<file path="config.mk">
export PLATFORM = sky130hd
export DESIGN_NAME = mantissa_divider_seq
export DESIGN_NICKNAME = d
export VERILOG_FILES = /design/src/rtl/mantissa_divider_seq.sv
export SDC_FILE = /design/constraint.sdc
export NUM_CORES = 1
export LEC_CHECK = 0
export ABC_AREA = 1
export CAP_MARGIN = 20
export CORE_UTILIZATION = 52
export DETAILED_ROUTE_END_ITERATION = 7
export PLACE_DENSITY = 0.87
export SETUP_SLACK_MARGIN = 0.1
export SYNTH_ARGS = -nofsm -noshare
export SYNTH_HDL_FRONTEND = slang
export SYNTH_SLANG_ARGS = --single-unit
</file>
<file path="constraint.sdc">
create_clock -name clk -period 4 [get_ports clk]
set_input_delay 1 -clock clk [delete_from_list [all_inputs] [get_ports clk]]
set_output_delay 1 -clock clk [all_outputs]
set_load 0.02 [all_outputs]
</file>
<file path="src/rtl/mantissa_divider_seq.sv">
// Iterative restoring divider for hidden-bit significands: retires BITS_PER_CYCLE
// quotient bits per cycle and returns truncated quotient, exact remainder, sticky and norm.
module mantissa_divider_seq #(
  parameter int MANT_WIDTH     = 23,
  parameter int GUARD_BITS     = 2,
  parameter int BITS_PER_CYCLE = 1,
  localparam int W      = MANT_WIDTH + 1,
  localparam int Q_FRAC = MANT_WIDTH + GUARD_BITS,
  localparam int N      = Q_FRAC + 1,
  localparam int ITER   = N / BITS_PER_CYCLE,
  localparam int CW     = (ITER > 1) ? $clog2(ITER) : 1
) (
  input  logic                  clk,
  input  logic                  rst_n,
  input  logic                  in_valid,
  output logic                  in_ready,
  input  logic [MANT_WIDTH-1:0] in_mant_a,
  input  logic [MANT_WIDTH-1:0] in_mant_b,
  input  logic                  flush,
  output logic                  out_valid,
  input  logic                  out_ready,
  output logic [N-1:0]          out_quotient,
  output logic [W-1:0]          out_remainder,
  output logic                  out_sticky,
  output logic                  out_norm,
  output logic [1:0]            dbg_state
);

  if (N % BITS_PER_CYCLE != 0) begin : g_bad_radix
    $error("quotient width must be a multiple of BITS_PER_CYCLE");
  end
  if (BITS_PER_CYCLE != 1 && BITS_PER_CYCLE != 2 && BITS_PER_CYCLE != 4) begin : g_bad_bpc
    $error("BITS_PER_CYCLE must be 1, 2 or 4");
  end

  typedef enum logic [1:0] {IDLE = 2'd0, BUSY = 2'd1, DONE = 2'd2} state_t;

  state_t        state_q, state_d;
  logic [CW-1:0] cnt_q, cnt_d;
  logic [W:0]    r_q, r_d;     // partial remainder, MSB doubles as sign of R-B
  logic [W-1:0]  b_q, b_d;
  logic [N-1:0]  q_q, q_d;
  logic [N-1:0]  quo_q, quo_d;
  logic [W-1:0]  rem_q, rem_d;

  logic [W:0]    r_t;
  logic [W:0]    diff;
  logic [N-1:0]  q_t;

  // Handshakes: a transfer happens on a rising edge where valid && ready are both high;
  // flush overrides any transfer on the same edge.
  always_comb begin
    state_d   = state_q;
    cnt_d     = cnt_q;
    r_d       = r_q;
    b_d       = b_q;
    q_d       = q_q;
    quo_d     = quo_q;
    rem_d     = rem_q;
    in_ready  = 1'b0;
    out_valid = 1'b0;
    r_t       = r_q;
    q_t       = q_q;
    diff      = '0;

    case (state_q)
      IDLE: begin
        in_ready = 1'b1;
        if (in_valid && !flush) begin
          b_d     = {1'b1, in_mant_b};
          r_d     = {2'b01, in_mant_a};
          q_d     = '0;
          cnt_d   = CW'(ITER - 1);
          state_d = BUSY;
        end
      end
      BUSY: begin
        for (int j = 0; j < BITS_PER_CYCLE; j++) begin
          diff = r_t - {1'b0, b_q};
          if (!diff[W]) r_t = diff;
          q_t = {q_t[N-2:0], ~diff[W]};
          // The very last quotient bit leaves R unshifted so it is the true remainder.
          if (!((cnt_q == '0) && (j == BITS_PER_CYCLE - 1))) r_t = r_t << 1;
        end
        r_d = r_t;
        q_d = q_t;
        if (cnt_q == '0) begin
          quo_d   = q_t;
          rem_d   = r_t[W-1:0];
          state_d = DONE;
        end else begin
          cnt_d = cnt_q - CW'(1);
        end
      end
      DONE: begin
        out_valid = 1'b1;
        if (out_ready) state_d = IDLE;
      end
      default: state_d = IDLE;
    endcase

    if (flush && state_q != IDLE) begin
      state_d = IDLE;
      cnt_d   = '0;
    end
  end

  always_ff @(posedge clk or negedge rst_n) begin
    if (!rst_n) begin
      state_q <= IDLE;
      cnt_q   <= '0;
      r_q     <= '0;
      b_q     <= '0;
      q_q     <= '0;
      quo_q   <= '0;
      rem_q   <= '0;
    end else begin
      state_q <= state_d;
      cnt_q   <= cnt_d;
      r_q     <= r_d;
      b_q     <= b_d;
      q_q     <= q_d;
      quo_q   <= quo_d;
      rem_q   <= rem_d;
    end
  end

  assign out_quotient  = quo_q;
  assign out_remainder = rem_q;
  assign out_sticky    = |rem_q;
  assign out_norm      = quo_q[N-1];
  assign dbg_state     = state_q;

endmodule

</file>
---- Word-level counts from Yosys, hierarchy flattened ----
Index checks and enable logic that the tools add are counted.
operators by class
  add/sub/neg operators ................... 2
  multiply operators ...................... 0
  div/mod/pow operators ................... 0
  order comparisons ....................... 0
  equal/unequal tests ..................... 8
  shift-type cells ........................ 0
  multiplexer cells ....................... 17
  bitwise logic cells ..................... 1
  reduce and logical (&&, ||, !) cells .... 15
operators with widths
  operator                                                               count
  25-bit two-way mux                                                     4
  25-bit case mux with 2 select lines                                    2
  25-bit by 24-bit subtractor with 25-bit output                         1
  24-bit OR reduction                                                    1
  5-bit two-way mux                                                      3
  3-bit != test, second input constant                                   5
  5-bit case mux with 2 select lines                                     1
  3-bit AND reduction                                                    3
  2-bit two-way mux                                                      4
  2-bit case mux with 3 select lines                                     1
  2-bit AND reduction                                                    3
  5-bit zero test                                                        1
  5-bit by 1-bit subtractor with 5-bit output, second input constant     1
  2-bit nonzero test                                                     2
  3-bit nonzero test                                                     1
  2-bit by 1-bit equality test with 1-bit output, second input constant  1
  2-bit equality test, second input constant                             1
  1-bit logical AND                                                      2
  2-bit zero test                                                        1
  1-bit two-way mux                                                      2
  2-bit != test, second input constant                                   1
  1-bit zero test                                                        1
  1-bit NOT                                                              1
word-level totals
  bits in registers ....................... 131
  bits in latches ......................... 0
  RAM bits ................................ 0
  memory bits (read-only) ................. 0
  input bits .............................. 51
  output and inout bits ................... 56
  word-level logic and storage cells ...... 51
  memories kept ........................... 0

---- Logic depth before layout (Yosys ltp) ----
  depth after elaboration ................. 5
  gate-level depth with buffers ........... 19
  mapped depth without buffers ............ 18

---- Least setup slack after synthesis ----
OpenSTA, ideal clock, no wires.
  kind .................................... reg2reg
  start ................................... reg r_q[0]
  end ..................................... reg r_q[13]
  library setup time ...................... 113 ps
  arrival ................................. 2184 ps
  data required time ...................... 3887 ps
  slack ................................... 1703 ps
  stages on the path, launching flop included .. 19
  buffers on the path ..................... 1
  clock period less this slack ............ 2297 ps
  path through ............................ dfrtp_1 inv_1 ha_1 fa_1 inv_1 nand3_1 nand2_2 nand2_1 nand2_1 nand2_1 nand3_1 nand2_1 nand2_4 buf_6 nand2_2 nand3_1 nand3_1 nand2_1 inv_1
between the ends
  cells in the longest elaborated chain, start to end .. 4
ends and longest elaborated chain
  item                                            RTL line  source
  from (decl)                                     40        logic [W:0] r_q, r_d;
  from (signal assigned)                          120       r_q <= r_d;
  25-bit by 24-bit subtractor with 25-bit output  79        diff = r_t - {1'b0, b_q};
  25-bit two-way mux                              80        if (!diff[W]) r_t = diff;
  25-bit two-way mux                              83        if (!((cnt_q == '0) && (j == BITS_PER_CYCLE - 1))) r_t = r_t << 1;
  25-bit case mux with 2 select lines             66        case (state_q)
Every way passes these cells. The select of a mux whose other input is x is not followed.
A chain may end at the register's enable or synchronous reset.

---- Final worst setup path ----
  start ................................... reg rem_q[7] (netlist: out_remainder[7])
  end ..................................... out out_sticky
between the ends
  cells in the longest elaborated chain, start to end .. 1
ends and longest elaborated chain
  item                    RTL line  source
  from (decl)             44        logic [W-1:0] rem_q, rem_d;
  from (signal assigned)  124       rem_q <= rem_d;
  24-bit OR reduction     130       assign out_sticky = |rem_q;
  to (decl)               24        output logic out_sticky,
Every way passes these cells.

==> impl_metrics.py <==
metrics = {
    "status": {
        "status": "finished clean",
    },
    "sta": {
        "drv_slew": 0,
        "post-route-period-util": 0.7660,
        "final_period_minus_worst_setup_slack_ns": 3.064,
        "skew_ns": 0.01286,
        "finalHoldViolations": 0,
        "fin_setup_tns_ns": 0,
        "relSlewSlack": 0.3914,
        "clock.fmax_mhz": 326.4,
        "setup_viol": 0,
        "worstMarginPinSlew_ns": 0.9116,
        "rsz0062_at_grt": "no",
    },
    "die": {
        "ios": 107,
        "die_y_um": 122.3,
        "start_util": 0.5378,
        "core_um2": 13990,
        "fp-row-count": 43,
        "die_area_um2": 14950,
        "die_width_um": 122.3,
    },
    "clock_tree": {
        "cts_max_level": 4,
        "postCtsSetupBuffers": 0,
        "clk_pin_slew_ns": 0.07,
        "cts_buffer_depth": 2,
        "cts_tree": "done",
        "cts_root_buf": "clkbuf_16",
        "clock-sinks": 131,
        "cts_buffers": 17,
        "cts-hold-fix-buffers": 0,
        "ctsResizeCount": 0,
        "clk_latency_ns": 0.44,
    },
    "route": {
        "wl_per_cell_um": 15.17,
        "via_count": 7021,
        "first_iter_violations": 533,
        "drt_pass1_iterations": 5,
        "vias_per_cell": 5.295,
        "wl_um": 20110,
        "ant_nets": 0,
        "drc": 0,
    },
    "run": {
        "cap_violations": 0,
    },
    "synthesis": {
        "synth.area.top_cells": "dfrtp_1 (44%), nand2_1 (16%), inv_1 (9.4%)",
        "syn_area_per_cell_um2": 7.255,
        "async_reset_ff_frac": 1.000,
        "synth_seq_cells": 131,
        "ys_warn_count": 0,
        "synthesis.nets": 1114,
        "ys_types": 40,
        "ys_seq_area_frac": 0.4357,
        "synth_cells": 1037,
        "synth_enable_flop_cells": 0,
        "syn_area_um2": 7523,
        "synthFlopType": "dfrtp_1",
        "synth_top_cell_area_share": 0.4357,
        "synth_top_cell_by_area": "dfrtp_1",
    },
    "grt": {
        "gr-total-overflow": 0,
        "grt_antenna_before_repair": 0,
        "grt_pass1_wl_um": 32370,
        "grt_start_max_net_pins": 59,
        "grt_pass1_vias": 6733,
        "grt_usage": 0.2840,
    },
    "critical_path": {
        "crit_path_start_kind": "flip-flop",
        "crit_slowest_cell": "clkdlybuf4s50_1",
        "critPathKind": "flip-flop to output pin",
        "crit_path_max_fanout": 2,
        "crit_buf_inv": 2,
        "worst_ep_required_time_ns": 3.00,
        "crit_path_end_kind": "output pin",
        "max_stage_delay_ns": 0.56,
        "worstPathArrival_ns": 2.06,
        "path_cells": "inv_1 > nand4_1 > nor2_1 > nand4_1 > clkdlybuf4s50_1",
        "cp_top_family": "buffers and inverters",
        "cp_common_cell": "nand4_1",
    },
    "layout": {
        "nNetsFinal": 1210,
        "stdcell_count": 1326,
        "num_antenna_cells": 0,
        "drive_gt1_frac": 0.06021,
        "n_fill_cell": 1197,
        "synthToLayoutAreaGrowth_pct": 23.32,
        "utilization": 0.6632,
    },
    "placement": {
        "port_buffers": 106,
        "dp.cells": 1294,
        "dp_hpwl_um": 14360,
        "gp_congestion": 0.9918,
    },
    "min_path": {
        "min_path_type": "flip-flop to flip-flop",
    },
}
[synth_stat cells (5+ instances only)]
master	count
nand2_2	12
buf_2	5
dfrtp_1	131
o22ai_1	29
o21ai_0	55
inv_2	9
inv_1	188
nand3_1	74
nor4_1	5
clkbuf_1	18
nand4_1	12
o21ai_1	34
nand2_1	329
nor2_1	36
xnor2_1	10
a21oi_1	18
ha_1	25
[path summary, 6_finish.rpt]
check / cells after the start / startpoint / slack [ns] / to
max in group asynchronous: 2 / rst_n / 2.40 / dbg_state[0]
min in group asynchronous: 1 / rst_n / 0.61 / out_remainder[0]
max reg2reg: 18 / r_q[0] / 1.05 / r_q[21]
max: 5 / out_remainder[7] / 0.94 / out_sticky
min: 2 / b_q[23] / 0.46 / b_q[23]
min reg2reg: 2 / b_q[23] / 0.46 / b_q[23]
[tightest hold or removal path: stages (launching register included)]
cell,delay (ns)
dfrtp_1,0.33
inv_1,0.05
nand2_1,0.05
[registers in the layout, summed over array words and instances, names as in the netlist]
register / cells
out_quotient: 26
q_q: 25
r_q: 25
b_q: 24
out_remainder: 24
cnt_q: 5
dbg_state: 2
[final cells by class]
| class | count | area (um^2) | share of cell area |
|---|---|---|---|
| repair buffers | 111 | 1096 | 0.1181 |
| flip-flops and latches | 131 | 3278 | 0.3533 |
| inverters | 197 | 739.5 | 0.07970 |
| multi-input cells | 675 | 3338 | 0.3598 |
| clock inverters | 14 | 161.4 | 0.01740 |
| clock buffers | 18 | 439.2 | 0.04734 |
| well taps | 180 | 225.2 | 0.02428 |
[layout by cell type (no fill, tap or decap), types with 2 or more instances in the layout]
cell type and count:
inv_1 188, nor3_1 3, clkbuf_16 17, nand2_1 329
inv_6 6, xnor2_1 10, nand3_1 74, ha_1 25
dfrtp_1 131, a31oi_1 2, nand2_2 12, nand3b_1 4
nor4_1 5, clkinv_4 2, a21oi_1 18, xor2_1 4
or2_1 4, nor2_4 2, inv_8 4, nand3_2 2
o21ai_1 34, inv_2 9, buf_4 6, o21ai_0 55
nor2_1 35, nor2_2 4, nand4_1 12, o22ai_1 29
clkdlybuf4s50_1 105
[stage by stage]
stage | cell area, um^2 | worst slack [ns] | hold slack [ns]
after CTS | 9278 | 0.9511 | 0.4675
after global placement | 8677 | 0.9700 | 0.4480
final | 9278 | 0.9361 | 0.4648
after floorplan | 7523 | 1.703 | 0.4254
after detailed placement | 8677 | 0.8858 | 0.4520
after global routing | 9278 | 0.7866 | 0.4952
[cell families after synthesis]
| kind of cell | after synthesis | share of synthesized area |
|---|---|---|
| and+or+nand+nor | 491 | 0.2789 |
| buffers and inverters | 231 | 0.1216 |
| AOI/OAI and AO/OA | 144 | 0.1033 |
| DFF | 131 | 0.4357 |
| adders and majority gates | 26 | 0.04424 |
| xor gates and xnor gates | 14 | 0.01630 |
[metal layers]
metal	part of all wire	GRT usage	wire, um	vias to the layer above
li1	-	-	-	3452
met1	0.44	0.3715	8842	3304
met2	0.47	0.4491	9474	224
met3	0.061	0.06599	1231	41
met4	0.028	0.1273	562	0
met5	0	0	0	-
Power is left out: the tool's default activity adds up to more than one toggle a clock period on the data nets, which glitch-free logic cannot reach.
